**config.mk**
```make
export PLATFORM = sky130hd
export DESIGN_NAME = knowles_sub_pipe
export DESIGN_NICKNAME = d
export VERILOG_FILES = /design/src/rtl/knowles_sub_pipe.sv
export SDC_FILE = /design/constraint.sdc
export NUM_CORES = 1
export LEC_CHECK = 0
export CAP_MARGIN = 15
export CORE_ASPECT_RATIO = 0.7
export CORE_MARGIN = 8
export CORE_UTILIZATION = 54
export CTS_BUF_LIST = sky130_fd_sc_hd__clkbuf_4 sky130_fd_sc_hd__clkbuf_8
export DETAILED_ROUTE_END_ITERATION = 16
export GPL_TIMING_DRIVEN = 0
export MAX_ROUTING_LAYER = met4
export PLACE_DENSITY_LB_ADDON = 0.12
export SLEW_MARGIN = 5
export SYNTH_ARGS = -nofsm -noshare
export SYNTH_HDL_FRONTEND = slang
export SYNTH_SLANG_ARGS = --single-unit
```
**constraint.sdc**
```tcl
create_clock -name clk -period 3.8 [get_ports clk]
set_input_delay 0.95 -clock clk [delete_from_list [all_inputs] [get_ports clk]]
set_output_delay 0.95 -clock clk [all_outputs]
set_load 0.05 [all_outputs]
```
**src/rtl/knowles_sub_pipe.sv**
```systemverilog
// Two-stage pipelined 26-bit subtractor (a - b - bin) built on a Knowles prefix carry tree.
// Optional registered two's-complement overflow output enabled by macro KNOWLES_SUB_OVF_EN.
module knowles_sub_pipe #(
    parameter int WIDTH = 26
) (
    input  logic             clk,
    input  logic             rst_n,
    input  logic             in_valid,
    output logic             in_ready,
    input  logic [WIDTH-1:0] a,
    input  logic [WIDTH-1:0] b,
    input  logic             bin,
    output logic             out_valid,
    input  logic             out_ready,
    output logic [WIDTH-1:0] diff,
    output logic             bout
`ifdef KNOWLES_SUB_OVF_EN
    ,
    output logic             ovf
`endif
);

    // Prefix position 0 is the carry-in (g = ~bin, p = 0); position i+1 is operand bit i.
    localparam int N = WIDTH + 1;

    // One row of black cells. Shifting in zeros turns low positions into pass-through,
    // and since p[0] = 0 every group reaching position 0 has P = 0 (grey behaviour).
    function automatic logic [2*N-1:0] prefix_level(input logic [N-1:0] g,
                                                    input logic [N-1:0] p,
                                                    input int           span);
        return {g | (p & (g << span)), p & (p << span)};
    endfunction

    logic             out_en, s1_en;
    logic             s1_valid_q, s1_valid_d;
    logic [WIDTH-1:0] p_q, p_d;
    logic [N-1:0]     g3_q, g3_d, p3_q, p3_d;
    logic             out_valid_q, out_valid_d;
    logic [WIDTH-1:0] diff_q, diff_d;
    logic             bout_q, bout_d;

    logic [WIDTH-1:0] nb, p_in;
    logic [N-1:0]     g0, p0, g1, p1, g2, p2, g3, p3;
    logic [N-1:0]     g4, p4, gf;

    // Stage 1: propagate/generate and prefix levels with spans 1, 2, 4.
    always_comb begin
        nb   = ~b;
        p_in = a ^ nb;
        g0   = {a & nb, ~bin};
        p0   = {p_in, 1'b0};
        {g1, p1} = prefix_level(g0, p0, 1);
        {g2, p2} = prefix_level(g1, p1, 2);
        {g3, p3} = prefix_level(g2, p2, 4);
    end

    // Stage 2: spans 8 and 16; only G is needed after the last row.
    always_comb begin
        {g4, p4} = prefix_level(g3_q, p3_q, 8);
        gf       = g4 | (p4 & (g4 << 16));
    end

    always_comb begin
        out_en   = !out_valid_q || out_ready;
        s1_en    = !s1_valid_q || out_en;
        in_ready = s1_en;

        s1_valid_d = s1_en ? in_valid : s1_valid_q;
        p_d        = p_q;
        g3_d       = g3_q;
        p3_d       = p3_q;
        if (s1_en && in_valid) begin
            p_d  = p_in;
            g3_d = g3;   // g3_d[0] carries ~bin into the second stage
            p3_d = p3;
        end

        out_valid_d = out_en ? s1_valid_q : out_valid_q;
        diff_d      = diff_q;
        bout_d      = bout_q;
        if (out_en && s1_valid_q) begin
            diff_d = p_q ^ gf[WIDTH-1:0];
            bout_d = ~gf[WIDTH];
        end
    end

`ifdef KNOWLES_SUB_OVF_EN
    logic ovf_q, ovf_d;

    // Carry into the MSB differs from carry out exactly when the signed result wraps.
    always_comb begin
        ovf_d = ovf_q;
        if (out_en && s1_valid_q)
            ovf_d = gf[WIDTH-1] ^ gf[WIDTH];
    end

    always_ff @(posedge clk) begin
        if (!rst_n) ovf_q <= 1'b0;
        else        ovf_q <= ovf_d;
    end

    assign ovf = ovf_q;
`endif

    always_ff @(posedge clk) begin
        if (!rst_n) begin
            s1_valid_q  <= 1'b0;
            out_valid_q <= 1'b0;
            diff_q      <= '0;
            bout_q      <= 1'b0;
        end else begin
            s1_valid_q  <= s1_valid_d;
            out_valid_q <= out_valid_d;
            diff_q      <= diff_d;
            bout_q      <= bout_d;
        end
    end

    // Stage-1 data is qualified by s1_valid_q, so it needs no reset.
    always_ff @(posedge clk) begin
        p_q  <= p_d;
        g3_q <= g3_d;
        p3_q <= p3_d;
    end

    assign out_valid = out_valid_q;
    assign diff      = diff_q;
    assign bout      = bout_q;

endmodule

```
== After elaboration in Yosys (flattened, before gate mapping) ==
Index checks and enable logic that the tools add are counted.

* Bitwise logic cells: 20
* Reduce and logical (&&, ||, !) cells: 6

{| class="wikitable"
|+ Operator list
! operator !! number
|-
| bitwise AND 27 bit || 9
|-
| OR 27 bit || 5
|-
| bitwise XOR 26 bit || 2
|-
| bitwise AND 26 bit || 1
|-
| NOT 26 bit || 1
|-
| logical AND 1 bit || 2
|-
| logical NOT 1 bit || 2
|-
| logical OR 1 bit || 2
|-
| NOT 1 bit || 2
|}

* Register bits: 109
* Input port bits: 57
* Output and inout bits: 29
* Logic and storage cells: 33

== Logic depth before layout (Yosys ltp) ==
* Depth after elaboration: 8
* Mapped depth: 6
* Mapped depth without buffers: 6

== Least setup slack after synthesis ==
OpenSTA, ideal clock, no wires.

* Path type: input to register
* From: in out_ready
* To: reg g3_q[0], enable pin
* Library setup time: 0.438 ns
* Arrival time: 3.272 ns
* Required time: 3.362 ns
* Path slack: 0.090 ns
* Cell stages on the path: 3
* Buffers on the path: 0
* Path through: and2b_1 > nand2_1 > and2_1

* Word-level cells in the longest chain between the ends: 3

{| class="wikitable"
|+ RTL lines
! element !! RTL line !! source
|-
| start: declaration || 14 || <nowiki>input logic out_ready,</nowiki>
|-
| logical OR 1 bit || 64 || <nowiki>out_en = !out_valid_q || out_ready;</nowiki>
|-
| logical OR 1 bit || 65 || <nowiki>s1_en = !s1_valid_q || out_en;</nowiki>
|-
| named net in_ready || 9 || <nowiki>output logic in_ready,</nowiki>
|-
| logical AND 1 bit || 72 || <nowiki>if (s1_en && in_valid) begin</nowiki>
|-
| end signal: assignment || 122 || <nowiki>g3_q <= g3_d;</nowiki>
|-
| end: declaration || 37 || <nowiki>logic [N-1:0] g3_q, g3_d, p3_q, p3_d;</nowiki>
|}

The timed path passes the listed nets, and every way through them passes these cells.
A chain may end at the register's enable or synchronous reset.

== Final worst setup path ==
* From: in out_ready
* To: out in_ready

* Word-level cells in the longest chain between the ends: 2

{| class="wikitable"
|+ RTL lines
! element !! RTL line
|-
| logical OR 1 bit || 64
|-
| logical OR 1 bit || 65
|-
| end: declaration || 9
|}

Every way passes these cells.

==> report_table.html <==
<table>
<tr><th>Metric</th><th>Value</th></tr>
<tr><th colspan="2">Global route</th></tr>
<tr><td>Total overflow reported by the global router</td><td>0</td></tr>
<tr><td>Layer carrying the most global-route usage</td><td>met1</td></tr>
<tr><td>Met3 GRT Util</td><td>5.57%</td></tr>
<tr><td>Maximum number of pins on one net before global-route repair</td><td>73</td></tr>
<tr><td>Total global routing track utilization</td><td>about a fifth</td></tr>
<tr><td>Antenna violations before repair</td><td>0</td></tr>
<tr><td>Wire length of the first global-routing pass</td><td>17.9 mm</td></tr>
<tr><td>Met1 usage</td><td>a little over a quarter</td></tr>
<tr><td>Number of global-route vias before repair</td><td>3,568</td></tr>
<tr><td>Met2 Track Usage GR</td><td>27.2%</td></tr>
<tr><th colspan="2">Final layout</th></tr>
<tr><td>Fraction of final layout cells with drive strength greater than 1</td><td>roughly 5.0%</td></tr>
<tr><td>Antenna fix cells</td><td>0</td></tr>
<tr><td>Final Net Count</td><td>623</td></tr>
<tr><td>Area Overhead vs Synth</td><td>24.6%</td></tr>
<tr><td>Number of filler cells placed in the layout</td><td>a little under 700</td></tr>
<tr><th colspan="2">Timing</th></tr>
<tr><td>Setup repair after global routing missed its margin</td><td>no</td></tr>
<tr><td>Min cycle time layout</td><td>3.48 ns</td></tr>
<tr><td>Setup Viol. Count Final</td><td>0</td></tr>
<tr><td>Max-slew violation count</td><td>0</td></tr>
<tr><td>Final worst clock skew</td><td>between 0.01 and 0.015 ns</td></tr>
<tr><td>Endpoints failing hold</td><td>0</td></tr>
<tr><td>Accumulated negative setup slack</td><td>0 ns</td></tr>
<tr><td>Fmax achieved</td><td>between 0.2 and 0.3 GHz</td></tr>
<tr><td>Worst-Margin Slew</td><td>0.922 ns</td></tr>
<tr><td>Relative slew slack</td><td>38.5%</td></tr>
<tr><td>Period Utilization, post-route</td><td>91.7%</td></tr>
<tr><th colspan="2">Hold path</th></tr>
<tr><td>Type of the most critical hold path</td><td>register to register</td></tr>
<tr><th colspan="2">Pwr</th></tr>
<tr><td>Tot Pwr</td><td>2.48 mW</td></tr>
<tr><td>Peak VDD IR</td><td>0.194 mV</td></tr>
<tr><td>Power per standard cell area</td><td>416 nW/µm²</td></tr>
<tr><td>Internal Power</td><td>1.73 mW</td></tr>
<tr><td>Leakage power</td><td>2.28 nW</td></tr>
<tr><td>Switching power summed over all nets</td><td>0.751 mW</td></tr>
<tr><td>Sequential share of power</td><td>52.9%</td></tr>
<tr><td>Combinational group share of total power</td><td>around a fifth</td></tr>
<tr><td>Share of power burned in the clock network</td><td>about a quarter</td></tr>
<tr><td>Switching portion of total power</td><td>a little under a third</td></tr>
<tr><th colspan="2">Floorplan</th></tr>
<tr><td>Standard-cell row count</td><td>28</td></tr>
<tr><td>Core area</td><td>8550 µm²</td></tr>
<tr><td>Overall die height</td><td>94.8 µm</td></tr>
<tr><td>DIE AREA</td><td>approximately 12,000 µm²</td></tr>
<tr><td>Die outline width</td><td>129 µm</td></tr>
<tr><td>Initial core utilization</td><td>56.0%</td></tr>
<tr><td>I/O pin count</td><td>86</td></tr>
<tr><th colspan="2">Clocking</th></tr>
<tr><td>Root buffer cell</td><td>sky130_fd_sc_hd__clkbuf_8</td></tr>
<tr><td>Inserted Clock Buffers</td><td>9</td></tr>
<tr><td>Clock latency reported for the late side of the worst-skew pair</td><td>approximately 0.37 ns</td></tr>
<tr><td>Total setup buffers inserted after CTS</td><td>0</td></tr>
<tr><td>CTS tree</td><td>yes</td></tr>
<tr><td>Sinks on Clock Net</td><td>between 100 and 150</td></tr>
<tr><td>Total of cells resized after clock tree synthesis</td><td>0</td></tr>
<tr><td>Number of H-tree levels</td><td>3</td></tr>
<tr><td>Hold Buf Count CTS</td><td>0</td></tr>
<tr><td>Maximum root-to-sink buffer count</td><td>2</td></tr>
<tr><td>Clock transition at the registers of the reported paths</td><td>0.11 ns</td></tr>
<tr><th colspan="2">Synth</th></tr>
<tr><td>Share of synthesized registers carrying an async set or reset</td><td>0%</td></tr>
<tr><td>Netlist cell types</td><td>34</td></tr>
<tr><td>Synthesized cell area</td><td>4790 µm²</td></tr>
<tr><td>Cells taking the most area after synthesis</td><td>sky130_fd_sc_hd__edfxtp_1 (45%), sky130_fd_sc_hd__dfxtp_1 (12%), sky130_fd_sc_hd__ha_1 (6.8%)</td></tr>
<tr><td>Library cell with the largest summed area after synthesis</td><td>sky130_fd_sc_hd__edfxtp_1</td></tr>
<tr><td>Yosys Warn Count</td><td>0</td></tr>
<tr><td>Most used DFF post-synth</td><td>sky130_fd_sc_hd__edfxtp_1</td></tr>
<tr><td>Most used standard cell by instance count after synthesis</td><td>sky130_fd_sc_hd__edfxtp_1</td></tr>
<tr><td>Portion of the post-synthesis area used by sequential elements</td><td>57.2%</td></tr>
<tr><td>Number of flops mapped to enable cells by yosys</td><td>72</td></tr>
<tr><td>Synthesized Nets</td><td>about 530</td></tr>
<tr><td>Cells after Synth</td><td>445</td></tr>
<tr><td>Synth top area share</td><td>45.1%</td></tr>
<tr><td>Number of storage elements in the synthesis netlist</td><td>101</td></tr>
<tr><td>Most instantiated cells after synthesis</td><td>sky130_fd_sc_hd__edfxtp_1 (72), sky130_fd_sc_hd__nand2_1 (54), sky130_fd_sc_hd__a21oi_1 (44)</td></tr>
<tr><td>Synthesized area per cell</td><td>about 11 µm²</td></tr>
<tr><th colspan="2">Routing</th></tr>
<tr><td>Count of TritonRoute iterations in the first routing pass</td><td>5</td></tr>
<tr><td>Total number of vias</td><td>3,744</td></tr>
<tr><td>Number of nets with antenna violations after routing</td><td>0</td></tr>
<tr><td>DRC</td><td>0</td></tr>
<tr><td>Final routed wire length divided by cell count</td><td>17.1 µm</td></tr>
<tr><td>Number of violations reported at the end of detailed-routing iteration 0</td><td>around 330</td></tr>
<tr><td>Average vias per placed instance</td><td>approximately 5.6</td></tr>
<tr><td>Final Routed Wirelength</td><td>around 11 mm</td></tr>
<tr><th colspan="2">Placement</th></tr>
<tr><td>Final GP Congestion</td><td>0.831</td></tr>
<tr><td>DPL Wire Length</td><td>8.97 mm</td></tr>
<tr><td>Number of buffers added on ports</td><td>84</td></tr>
<tr><th colspan="2">Setup path</th></tr>
<tr><td>Required @ worst endpoint</td><td>between 2 and 3 ns</td></tr>
<tr><td>Top fanout value on the critical path</td><td>3</td></tr>
<tr><td>Crit Path Category</td><td>input pin to output port</td></tr>
<tr><td>Critical path launch point type</td><td>input pin</td></tr>
<tr><td>Arrival time of data at the critical path endpoint</td><td>2.53 ns</td></tr>
<tr><td>Endpoint type of the worst setup path</td><td>output port</td></tr>
<tr><th colspan="2">Outcome</th></tr>
<tr><td>Outcome</td><td>completed</td></tr>
<tr><th colspan="2">Job</th></tr>
<tr><td>Max capacitance violation total</td><td>0</td></tr>
</table>
-- power groups by stage --
stage | sequential [mW] | clock (mW) | combinational, mW
finish | 1.31 | 0.651 | 0.517
CTS | 1.32 | 0.658 | 0.512
floorplan | 1.41 | 0 | 0.242
global placement | 1.34 | 0 | 0.499
global route | 1.32 | 0.701 | 0.559
detailed placement | 1.34 | 0 | 0.510
-- flip-flops by register name, summed over array words and instances (netlist names) --
name	count
p3_q	19
s1_valid_q	1
g3_q	27
bout	1
diff	26
p_q	26
out_valid	1
-- metal layers --
metal	share of wire, %	vias up	wire (µm)
li1	-	1818	-
met1	47	1711	5280
met2	41	207	4670
met3	11	8	1290
met4	0.95	0	108
met5	0	-	0
-- layout by cell type (no fill, tap or decap), types with 2 or more instances in the layout --
master,count
sky130_fd_sc_hd__a211oi_1,8
sky130_fd_sc_hd__a21o_1,14
sky130_fd_sc_hd__a21oi_1,44
sky130_fd_sc_hd__and2_1,2
sky130_fd_sc_hd__buf_2,6
sky130_fd_sc_hd__clkbuf_1,3
sky130_fd_sc_hd__clkbuf_8,9
sky130_fd_sc_hd__clkdlybuf4s50_1,84
sky130_fd_sc_hd__dfxtp_1,29
sky130_fd_sc_hd__edfxtp_1,72
sky130_fd_sc_hd__ha_1,26
sky130_fd_sc_hd__inv_1,36
sky130_fd_sc_hd__inv_6,3
sky130_fd_sc_hd__inv_8,2
sky130_fd_sc_hd__nand2_1,54
sky130_fd_sc_hd__nand3_1,7
sky130_fd_sc_hd__nand4_1,20
sky130_fd_sc_hd__nand4b_1,4
sky130_fd_sc_hd__nor2_1,28
sky130_fd_sc_hd__nor2b_1,3
sky130_fd_sc_hd__nor3_1,7
sky130_fd_sc_hd__o211ai_1,8
sky130_fd_sc_hd__o21a_1,9
sky130_fd_sc_hd__o21ai_0,23
sky130_fd_sc_hd__o21bai_1,6
sky130_fd_sc_hd__o311ai_0,4
sky130_fd_sc_hd__or4_1,6
sky130_fd_sc_hd__xnor2_1,10
sky130_fd_sc_hd__xor2_1,6
-- metrics by stage --
stage | worst slack, ns | area (µm²) | utilization [%] | std cells | hold slack [ns]
after floorplan | 0.0904 | 4790 | - | 445 | 0.413
after global placement | -0.603 | 5780 | 67.6 | 649 | 0.442
final | 0.316 | 5970 | 69.8 | 665 | 0.453
after detailed placement | 0.329 | 5780 | 67.7 | 649 | 0.445
after global routing | 0.265 | 5970 | 69.8 | 665 | 0.462
after CTS | 0.316 | 5970 | 69.8 | 665 | 0.458
-- worst max-delay path: stages --
cell and delay [ns]:
sky130_fd_sc_hd__clkdlybuf4s50_1 0.48, sky130_fd_sc_hd__and2b_1 0.21, sky130_fd_sc_hd__nand2_1 0.09, sky130_fd_sc_hd__clkdlybuf4s50_1 0.81
-- cells by family after synthesis --
kind of cell	share of synthesized area, %
simple gates	13.6
compound gates	15.3
flops	57.2
buf+inv	4.15
fa+ha+maj	6.79
xor+xnor	2.92
-- worst paths after layout --
path | start | endpoint | cells after the start | slack [ns]
min reg2reg | g3_q[26]$_DFFE_PP_ | bout$_SDFFE_PN0P_ | 1 | 0.45
min | g3_q[26]$_DFFE_PP_ | bout$_SDFFE_PN0P_ | 1 | 0.45
max | out_ready | in_ready | 4 | 0.32
max reg2reg | out_valid$_SDFFE_PN0P_ | g3_q[5]$_DFFE_PP_ | 3 | 1.99
-- cell type report --
class / count / area, µm² / area share [%]
well taps: 120 / 150 / 2.52
multi-input cells: 296 / 1850 / 31.0
flip-flops and latches: 101 / 2740 / 46.0
clock inverters: 7 / 60.1 / 1.01
plain buffers: 12 / 63.8 / 1.07
clock buffers: 9 / 124 / 2.08
repair buffers: 84 / 841 / 14.1
inverters: 36 / 135 / 2.26
(Power assumes the default switching activity.)
